==> src/rtl/param_convert_pipe_if.sv <==
// Purpose : handshake/bus bundle for param_convert_pipe (input stream, output stream, ovf counter).
// Latency : none, this is wiring only.
// Backpr. : carries valid/ready in both directions. in_ready is driven by the converter.
//
// Ports (signals):
//   in_valid/in_ready/in_data         upstream transfer, channel k at [k*IN_W +: IN_W]
//   out_valid/out_ready/out_data      downstream transfer, channel k at [k*OUT_W +: OUT_W]
//   out_sign/out_ovf                  per-channel sign-check bit and not-representable flag
//   ovf_count/ovf_clear               saturating overflow event counter and its synchronous clear
// Modports: master = stimulus/checker side, slave = converter side.
interface param_convert_pipe_if #(
    parameter int NCH   = 4,
    parameter int IN_W  = 8,
    parameter int OUT_W = 6,
    parameter int CNT_W = 16
);
    logic                   in_valid;
    logic                   in_ready;
    logic [NCH*IN_W-1:0]    in_data;
    logic                   out_valid;
    logic                   out_ready;
    logic [NCH*OUT_W-1:0]   out_data;
    logic [NCH-1:0]         out_sign;
    logic [NCH-1:0]         out_ovf;
    logic [CNT_W-1:0]       ovf_count;
    logic                   ovf_clear;

    modport master (
        output in_valid, in_data, out_ready, ovf_clear,
        input  in_ready, out_valid, out_data, out_sign, out_ovf, ovf_count
    );

    modport slave (
        input  in_valid, in_data, out_ready, ovf_clear,
        output in_ready, out_valid, out_data, out_sign, out_ovf, ovf_count
    );
endinterface

==> src/rtl/param_convert_pipe.sv <==
// Purpose : converts NCH packed elements from IN_W/IN_SIGNED to OUT_W/OUT_SIGNED (wrap or clamp).
// Latency : 2 cycles from input handshake to out_valid, 1 transfer per cycle.
// Backpr. : in_ready = !s1_valid || s1_advance. Stage 2 holds its outputs while out_ready=0.
//
// Ports:
//   clk    rising-edge clock for all state
//   rst_n  asynchronous active-low reset. It empties both stages and clears ovf_count.
//   bus    param_convert_pipe_if.slave. It carries in_*/out_* handshakes, out_sign, out_ovf,
//          ovf_count and ovf_clear.
module param_convert_pipe #(
    parameter int NCH        = 4,
    parameter int IN_W       = 8,
    parameter int OUT_W      = 6,
    parameter bit IN_SIGNED  = 1'b1,
    parameter bit OUT_SIGNED = 1'b0,
    parameter bit SATURATE   = 1'b0,
    parameter int CNT_W      = 16
) (
    input  logic                 clk,
    input  logic                 rst_n,
    param_convert_pipe_if.slave  bus
);

    if (NCH < 1) begin : g_bad_nch
        $fatal(1, "param_convert_pipe: NCH must be >= 1");
    end
    if (IN_W < 1) begin : g_bad_in_w
        $fatal(1, "param_convert_pipe: IN_W must be >= 1");
    end
    if (OUT_W < 1) begin : g_bad_out_w
        $fatal(1, "param_convert_pipe: OUT_W must be >= 1");
    end
    if (CNT_W < 1) begin : g_bad_cnt_w
        $fatal(1, "param_convert_pipe: CNT_W must be >= 1");
    end

    // Two guard bits above the wider of the two types. Any source value and both
    // output range limits are then exact in E-bit two's complement, so a single
    // signed compare decides the range check.
    localparam int E     = ((IN_W > OUT_W) ? IN_W : OUT_W) + 2;
    localparam int PC_W  = $clog2(NCH + 1);
    localparam int SUM_W = CNT_W + PC_W;

    localparam logic [E-1:0] ONE_E = E'(1);
    localparam logic [E-1:0] MAX_V = OUT_SIGNED ? ((ONE_E << (OUT_W - 1)) - ONE_E)
                                                : ((ONE_E << OUT_W) - ONE_E);
    localparam logic [E-1:0] MIN_V = OUT_SIGNED ? ~((ONE_E << (OUT_W - 1)) - ONE_E)
                                                : '0;
    localparam logic [CNT_W-1:0] CNT_MAX = {CNT_W{1'b1}};

    // ---------------------------------------------------------------- state
    logic                       s1_valid_q, s1_valid_d;
    logic [NCH-1:0][E-1:0]      s1_ext_q, s1_ext_d;
    logic                       s2_valid_q, s2_valid_d;
    logic [NCH*OUT_W-1:0]       s2_data_q, s2_data_d;
    logic [NCH-1:0]             s2_sign_q, s2_sign_d;
    logic [NCH-1:0]             s2_ovf_q, s2_ovf_d;
    logic [CNT_W-1:0]           ovf_cnt_q, ovf_cnt_d;

    // ---------------------------------------------------------------- combinational
    logic                       s1_adv;
    logic                       in_rdy;
    logic                       out_hs;
    logic [NCH-1:0][E-1:0]      ext_in;
    logic [NCH*OUT_W-1:0]       conv_dat;
    logic [NCH-1:0]             conv_sign;
    logic [NCH-1:0]             conv_ovf;
    logic [PC_W-1:0]            ovf_pop;
    logic [SUM_W-1:0]           cnt_sum;

    function automatic logic [PC_W-1:0] popcnt(input logic [NCH-1:0] f);
        logic [PC_W-1:0] acc;
        acc = '0;
        for (int i = 0; i < NCH; i++) begin
            acc = acc + PC_W'(f[i]);
        end
        return acc;
    endfunction

    // in_ready depends on out_ready only, never on in_valid.
    assign s1_adv = !s2_valid_q || bus.out_ready;
    assign in_rdy = !s1_valid_q || s1_adv;
    assign out_hs = s2_valid_q && bus.out_ready;

    for (genvar k = 0; k < NCH; k++) begin : g_ch
        logic [IN_W-1:0]  raw;
        logic             fill;
        logic [E-1:0]     v;
        logic             above;
        logic             below;
        logic [OUT_W-1:0] res;

        // Stage-1 input side: widen to E bits under the source signedness.
        assign raw       = bus.in_data[k*IN_W +: IN_W];
        assign fill      = IN_SIGNED & raw[IN_W-1];
        assign ext_in[k] = {{(E - IN_W){fill}}, raw};

        // Stage-2 input side: range check against the output type, then wrap or clamp.
        assign v     = s1_ext_q[k];
        assign above = $signed(v) > $signed(MAX_V);
        assign below = $signed(v) < $signed(MIN_V);
        assign res   = (SATURATE && above) ? MAX_V[OUT_W-1:0] :
                       (SATURATE && below) ? MIN_V[OUT_W-1:0] :
                                             v[OUT_W-1:0];

        assign conv_dat[k*OUT_W +: OUT_W] = res;
        assign conv_ovf[k]                = above | below;
        // Bit OUT_W of the result re-extended to OUT_W+1 bits. For an unsigned output
        // that bit is always a zero-extension bit.
        assign conv_sign[k]               = OUT_SIGNED ? res[OUT_W-1] : 1'b0;
    end

    assign ovf_pop = popcnt(s2_ovf_q);
    assign cnt_sum = SUM_W'(ovf_cnt_q) + SUM_W'(ovf_pop);

    always_comb begin
        s1_valid_d = s1_valid_q;
        s1_ext_d   = s1_ext_q;
        s2_valid_d = s2_valid_q;
        s2_data_d  = s2_data_q;
        s2_sign_d  = s2_sign_q;
        s2_ovf_d   = s2_ovf_q;
        ovf_cnt_d  = ovf_cnt_q;

        if (in_rdy) begin
            s1_valid_d = bus.in_valid;
            if (bus.in_valid) begin
                s1_ext_d = ext_in;
            end
        end

        // Stage 2 payload only changes on a real load. A bubble just drops out_valid.
        if (s1_adv) begin
            s2_valid_d = s1_valid_q;
            if (s1_valid_q) begin
                s2_data_d = conv_dat;
                s2_sign_d = conv_sign;
                s2_ovf_d  = conv_ovf;
            end
        end

        // Clear has priority over a same-cycle increment.
        if (bus.ovf_clear) begin
            ovf_cnt_d = '0;
        end else if (out_hs) begin
            ovf_cnt_d = (cnt_sum > SUM_W'(CNT_MAX)) ? CNT_MAX : cnt_sum[CNT_W-1:0];
        end
    end

    always_ff @(posedge clk or negedge rst_n) begin
        if (!rst_n) begin
            s1_valid_q <= 1'b0;
            s1_ext_q   <= '0;
            s2_valid_q <= 1'b0;
            s2_data_q  <= '0;
            s2_sign_q  <= '0;
            s2_ovf_q   <= '0;
            ovf_cnt_q  <= '0;
        end else begin
            s1_valid_q <= s1_valid_d;
            s1_ext_q   <= s1_ext_d;
            s2_valid_q <= s2_valid_d;
            s2_data_q  <= s2_data_d;
            s2_sign_q  <= s2_sign_d;
            s2_ovf_q   <= s2_ovf_d;
            ovf_cnt_q  <= ovf_cnt_d;
        end
    end

    assign bus.in_ready  = in_rdy;
    assign bus.out_valid = s2_valid_q;
    assign bus.out_data  = s2_data_q;
    assign bus.out_sign  = s2_sign_q;
    assign bus.out_ovf   = s2_ovf_q;
    assign bus.ovf_count = ovf_cnt_q;

endmodule

==> src/flat_wrapper.sv <==
// flat-port wrapper written by rule: the top's interface ports become plain ports
module param_convert_pipe_flat 
#(
    parameter int NCH        = 4,
    parameter int IN_W       = 8,
    parameter int OUT_W      = 6,
    parameter bit IN_SIGNED  = 1'b1,
    parameter bit OUT_SIGNED = 1'b0,
    parameter bit SATURATE   = 1'b0,
    parameter int CNT_W      = 16
)
  (clk, rst_n, bus_in_valid, bus_in_data, bus_out_ready, bus_ovf_clear, bus_in_ready, bus_out_valid, bus_out_data, bus_out_sign, bus_out_ovf, bus_ovf_count);
  param_convert_pipe_if #(.NCH(NCH), .IN_W(IN_W), .OUT_W(OUT_W), .CNT_W(CNT_W)) bus_i ();
  input  logic clk;
  input  logic rst_n;
  input wire logic [$bits(bus_i.in_valid)-1:0] bus_in_valid;
  input wire logic [$bits(bus_i.in_data)-1:0] bus_in_data;
  input wire logic [$bits(bus_i.out_ready)-1:0] bus_out_ready;
  input wire logic [$bits(bus_i.ovf_clear)-1:0] bus_ovf_clear;
  output wire logic [$bits(bus_i.in_ready)-1:0] bus_in_ready;
  output wire logic [$bits(bus_i.out_valid)-1:0] bus_out_valid;
  output wire logic [$bits(bus_i.out_data)-1:0] bus_out_data;
  output wire logic [$bits(bus_i.out_sign)-1:0] bus_out_sign;
  output wire logic [$bits(bus_i.out_ovf)-1:0] bus_out_ovf;
  output wire logic [$bits(bus_i.ovf_count)-1:0] bus_ovf_count;
  assign bus_i.in_valid = bus_in_valid;
  assign bus_i.in_data = bus_in_data;
  assign bus_i.out_ready = bus_out_ready;
  assign bus_i.ovf_clear = bus_ovf_clear;
  assign bus_in_ready = bus_i.in_ready;
  assign bus_out_valid = bus_i.out_valid;
  assign bus_out_data = bus_i.out_data;
  assign bus_out_sign = bus_i.out_sign;
  assign bus_out_ovf = bus_i.out_ovf;
  assign bus_ovf_count = bus_i.ovf_count;
  param_convert_pipe #(.NCH(NCH), .IN_W(IN_W), .OUT_W(OUT_W), .IN_SIGNED(IN_SIGNED), .OUT_SIGNED(OUT_SIGNED), .SATURATE(SATURATE), .CNT_W(CNT_W)) u_core (.clk(clk), .rst_n(rst_n), .bus(bus_i));
endmodule
==> config.mk <==
export PLATFORM = sky130hd
export DESIGN_NAME = param_convert_pipe_flat
export DESIGN_NICKNAME = d
export VERILOG_FILES = /design/src/rtl/param_convert_pipe_if.sv /design/src/rtl/param_convert_pipe.sv /design/src/flat_wrapper.sv
export SDC_FILE = /design/constraint.sdc
export NUM_CORES = 1
export LEC_CHECK = 0
export CORE_ASPECT_RATIO = 1.4
export CORE_MARGIN = 3
export CORE_UTILIZATION = 52
export CTS_CLUSTER_SIZE = 10
export DETAILED_ROUTE_END_ITERATION = 10
export PLACE_DENSITY_LB_ADDON = 0.08
export SETUP_SLACK_MARGIN = 0.2
export SLEW_MARGIN = 5
export SYNTH_ARGS = -nofsm -noshare
export SYNTH_HDL_FRONTEND = slang
export SYNTH_SLANG_ARGS = --single-unit
==> constraint.sdc <==
create_clock -name clk -period 7.9 [get_ports clk]
set_input_delay 1.58 -clock clk [delete_from_list [all_inputs] [get_ports clk]]
set_output_delay 1.58 -clock clk [all_outputs]
set_load 0.02 [all_outputs]
-- Word level (Yosys, flattened, before mapping)
Cells that the tools add are included.
- bits in registers: 78
- bits in latches: 0
- memory bits (writable): 0
- ROM bits: 0
- input bits: 37
- output and inout bits: 50
- word-level logic and storage cells: 37
- memories kept: 0
- $add $sub $neg: 4
- multiply operators: 0
- div/mod/pow operators: 0
- magnitude comparators: 9
- equal/unequal tests: 0
- shifts and indexed selects: 0
- multiplexer cells: 3
- bitwise operators: 4
- reductions and logical operators: 8
- operator list (operator ; count):
    $mux 16 ; 3
    $gt 8x7->1 const B ; 4
    $lt 8x1->1 const B ; 4
    $gt 19x16->1 const B ; 1
    $add 16x3->17 ; 1
    $add 3x1->3 ; 2
    $or 1x1->1 ; 4
    $reduce_and 2->1 ; 2
    $add 1x1->2 ; 1
    $logic_not 1->1 ; 2
    $logic_or 1x1->1 ; 2
    $reduce_bool 2->1 ; 1
    $logic_and 1x1->1 ; 1

-- Depth between registers and ports, before layout
- word-level depth: 8
- mapped depth: 11
- depth with buffers taken out: 10

-- Worst setup path after synthesis
Ideal clock, no wire load.
- path kind: input port to output port
- from: in bus_out_ready
- to: out bus_in_ready
- arrival: 1.863 ns
- required time: 6.320 ns
- slack: 4.457 ns
- stages on the path: 1
- path buffers: 0
- cells stage by stage: nand3b_1
- cells in the longest elaborated chain, start to end: 2
- RTL lines (item ; RTL line ; RTL):
    start, declared ; flat_wrapper.sv:18 ; input wire logic [$bits(bus_i.out_ready)-1:0] bus_out_ready;
    $logic_or 1x1->1 ; param_convert_pipe.sv:81 ; assign s1_adv = !s2_valid_q || bus.out_ready;
    $logic_or 1x1->1 ; param_convert_pipe.sv:82 ; assign in_rdy = !s1_valid_q || s1_adv;
    end, declared ; flat_wrapper.sv:20 ; output wire logic [$bits(bus_i.in_ready)-1:0] bus_in_ready;
Every way passes these cells.

-- Final worst setup path
Ends and elaborated chain as after synthesis.

==> impl_results.md <==
- Status: finished clean
- Reg2Reg Setup Slack: 4.53 ns
- 1st-iter DRT viols: 81
- Post-route antenna net violation count: 0
- Area occupied by multi-input gates: 1340 µm²
- Yosys warnings: 0
- Fin Setup TNS: 0 ns
- DR vias: 2264
- Die area: 7500 µm²
- Core ar.: 6250 µm²
- Commonest non-fill, non-tap cells in the layout: clkdlybuf4s50_1 (81), dfrtp_1 (78), mux2_2 (56)
- Asr flop ratio synth: 100%
- Sequential element share of the synthesized area: 57.9%
- Final hold vios: 0
- Most common cell after layout, fill and taps aside: clkdlybuf4s50_1
- Min-delay worst type: reg -> reg
- Final non-filler cell total: 406
- GRT Util Overall: 19.1%
- EDFF count, synth: 0
- Post-Syn Area per Cell: 13.8 µm²
- Synth Area in Compound Gates: 7.76%
- Unrepaired setup endpoints after global routing: no
- Largest net degree at the start of global routing: 79
- Post-Synth Adder-Cell Area: 3.04%
- H-tree Lvls: 3
- RR Startpoint: u_core.bus.out_ovf[1]
- Fin crit share: 56.8%
- Top FF cell, synth: dfrtp_1
- Achievable clock frequency: 0.223 GHz
- Hold Crit Depth: 1
- Synth Area in XOR/XNOR: 0.260%
- R2R depth: 10
- TritonCTS Buffers: 9
- CTS tree: yes
- Fill cells: 465
- R2R Path End: u_core.bus.ovf_count[9]
- Remaining DRCs: 0
- Vias per cell: 5.58
- Max-cap check violation count: 0
- Initial antenna violation count: 0
- Chip width: 74.0 µm
- Initial Utilization: 53.9%
- Synth Cell Area: 3370 µm²
- WL/cell: 16.3 µm
- Worst hold start: u_core.g_ch[1].v[3]
- DP HPWL: 4.50 mm
- Synth area leader: dfrtp_1
- Post-Place Cells: 391
- GPL Wtd Cong: 0.815
- Synth area leaders: dfrtp_1 (58%), mux2_2 (19%), a211oi_2 (1.9%)
- Required @ worst endpoint: 6.32 ns
- Skew final: 0.0112 ns
- Library cells used by synthesis: 41
- Mux share of post-synthesis cell area: 18.7%
- Final min period: 4.49 ns
- Worst-case clock buffer depth: 2
- Rows: 34
- Worst-path maximum fanout: 5
- 1st-pass router iterations: 4
- Layout Nets: 374
- Leak: 0.00187 µW
- Layout cells sized above 1: 26.6%
- Mapped Cells: 245
- # IOs: 87
- Max-Slew Margin vs Limit: 22.0%
- # setup viols final: 0
- CTS root buffer: clkbuf_8
- Clk sink count: 78
- Synthesis-to-finish area growth: 31.3%
- Vias in the first global route: 2326
- Top cell type's share of synthesized area: 57.9%
- Register Area: 1950 µm²
- Largest family of logic cells by synthesized area: multiplexers
- Pwr Density: 249 nW/µm²
- Grt total ovfl: 0
- Reg clk slew, reported paths: 0.07 ns
- Hold buffers post-CTS: 0
- Final antenna diode count: 0
- Hold EP: u_core.g_ch[1].v[3]
- I/O Buffers: 82
- Synth Register Bits: 78
- Synth Area in Simple Gates: 9.39%
- Worst-skew pair later-pin latency: 0.35 ns
- Design area: 4430 µm²
- First-pass GRT wire length: 10.9 mm
- WL final: 6.60 mm
- Chip height: 101 µm
- Placed instance area: 4230 µm²
- Crit. End Element: output port
- Slew @ Worst Pin: 1.17 ns
- Max IR drop VDD: 0.155 mV
- Post-CTS Setup Bufs: 0
- PostCTS Resize Cnt: 0
- Crit path DAT: 2.91 ns
- Worst setup SP type: input port
- Slew Limit Fails: 0
- Setup CP Type: in -> out
[through the flow]
stage / power (µW) / setup slack [ns] / utilization, % / hold WS (ns)
global placement: 807 / 3.41 / 67.6 / 0.466
floorplan: 678 / 4.46 / - / 0.457
global route: 1160 / 3.38 / 70.8 / 0.516
detailed placement: 817 / 3.42 / 67.6 / 0.491
CTS: 1110 / 3.40 / 70.8 / 0.509
finish: 1100 / 3.41 / 70.8 / 0.504
[Yosys cell counts, types with 2 or more instances]
library cell  number
a211oi_1           4
a211oi_2           5
a21oi_1            6
a311oi_1           5
a31oi_1            6
a41oi_1            2
and3_1             6
and3_2             2
buf_2              7
buf_4              5
dfrtp_1           78
fa_1               2
ha_1               5
inv_1              5
mux2_2            56
nand2_1            8
nand2b_1           3
nand3_1            2
nor2_1            12
nor3_1             3
nor4bb_1           2
o21ai_0            2
[registers in the layout, indices dropped and copies added, names as in the netlist]
register / cells
u_core.bus.out_data: 24
u_core.bus.out_valid: 1
u_core.g_ch.v: 32
u_core.s1_valid_q: 1
u_core.bus.out_ovf: 4
u_core.bus.ovf_count: 16
[layout make-up]
| type | instances | share of cell area, % |
|---|---|---|
| Sequential cell | 78 | 44.1 |
| Multi-Input combinational cell | 152 | 30.2 |
| Timing Repair Buffer | 84 | 18.8 |
| Clock buffer | 10 | 3.11 |
| Tap cell | 72 | 2.04 |
| Clock inverter | 5 | 1.33 |
| Inverter | 5 | 0.424 |
[worst max-delay path by stage]
stage	start	to	slack (ns)	cells after the start
6_report	bus_out_ready	bus_in_ready	3.41	3
5_1_grt	bus_out_ready	bus_in_ready	3.38	3
4_1_cts	bus_out_ready	bus_in_ready	3.40	3
3_5_place_dp	bus_out_ready	bus_in_ready	3.42	3
3_3_place_gp	bus_out_ready	bus_in_ready	3.41	3
2_1_floorplan	bus_out_ready	bus_in_ready	4.46	1
[power by group]
group | internal, µW | total, µW | switching (µW)
registers | 464 | 500 | 36.1
clock network | 153 | 297 | 144
logic | 163 | 305 | 142
[critical path: stages]
cell	delay, ns
clkdlybuf4s50_1	0.53
nand3b_1	0.17
clkdlybuf4s50_1	0.63
[layer usage]
layer | GRT usage, % | wire length, µm | vias to the layer above
met5 | 0 | 0 | -
met4 | 6.56 | 39 | 0
met3 | 6.65 | 426 | 4
met2 | 31.6 | 3420 | 63
met1 | 22.8 | 2720 | 1141
li1 | - | - | 1056
[kinds of logic after synthesis]
| group | count (synthesis) |
|---|---|
| compound gates | 33 |
| xor+xnor | 1 |
| fa+ha+maj | 7 |
| buf+inv | 18 |
| flops | 78 |
| mux | 56 |
| other cells | 1 |
| simple gates | 51 |
(Power assumes the default switching activity.)
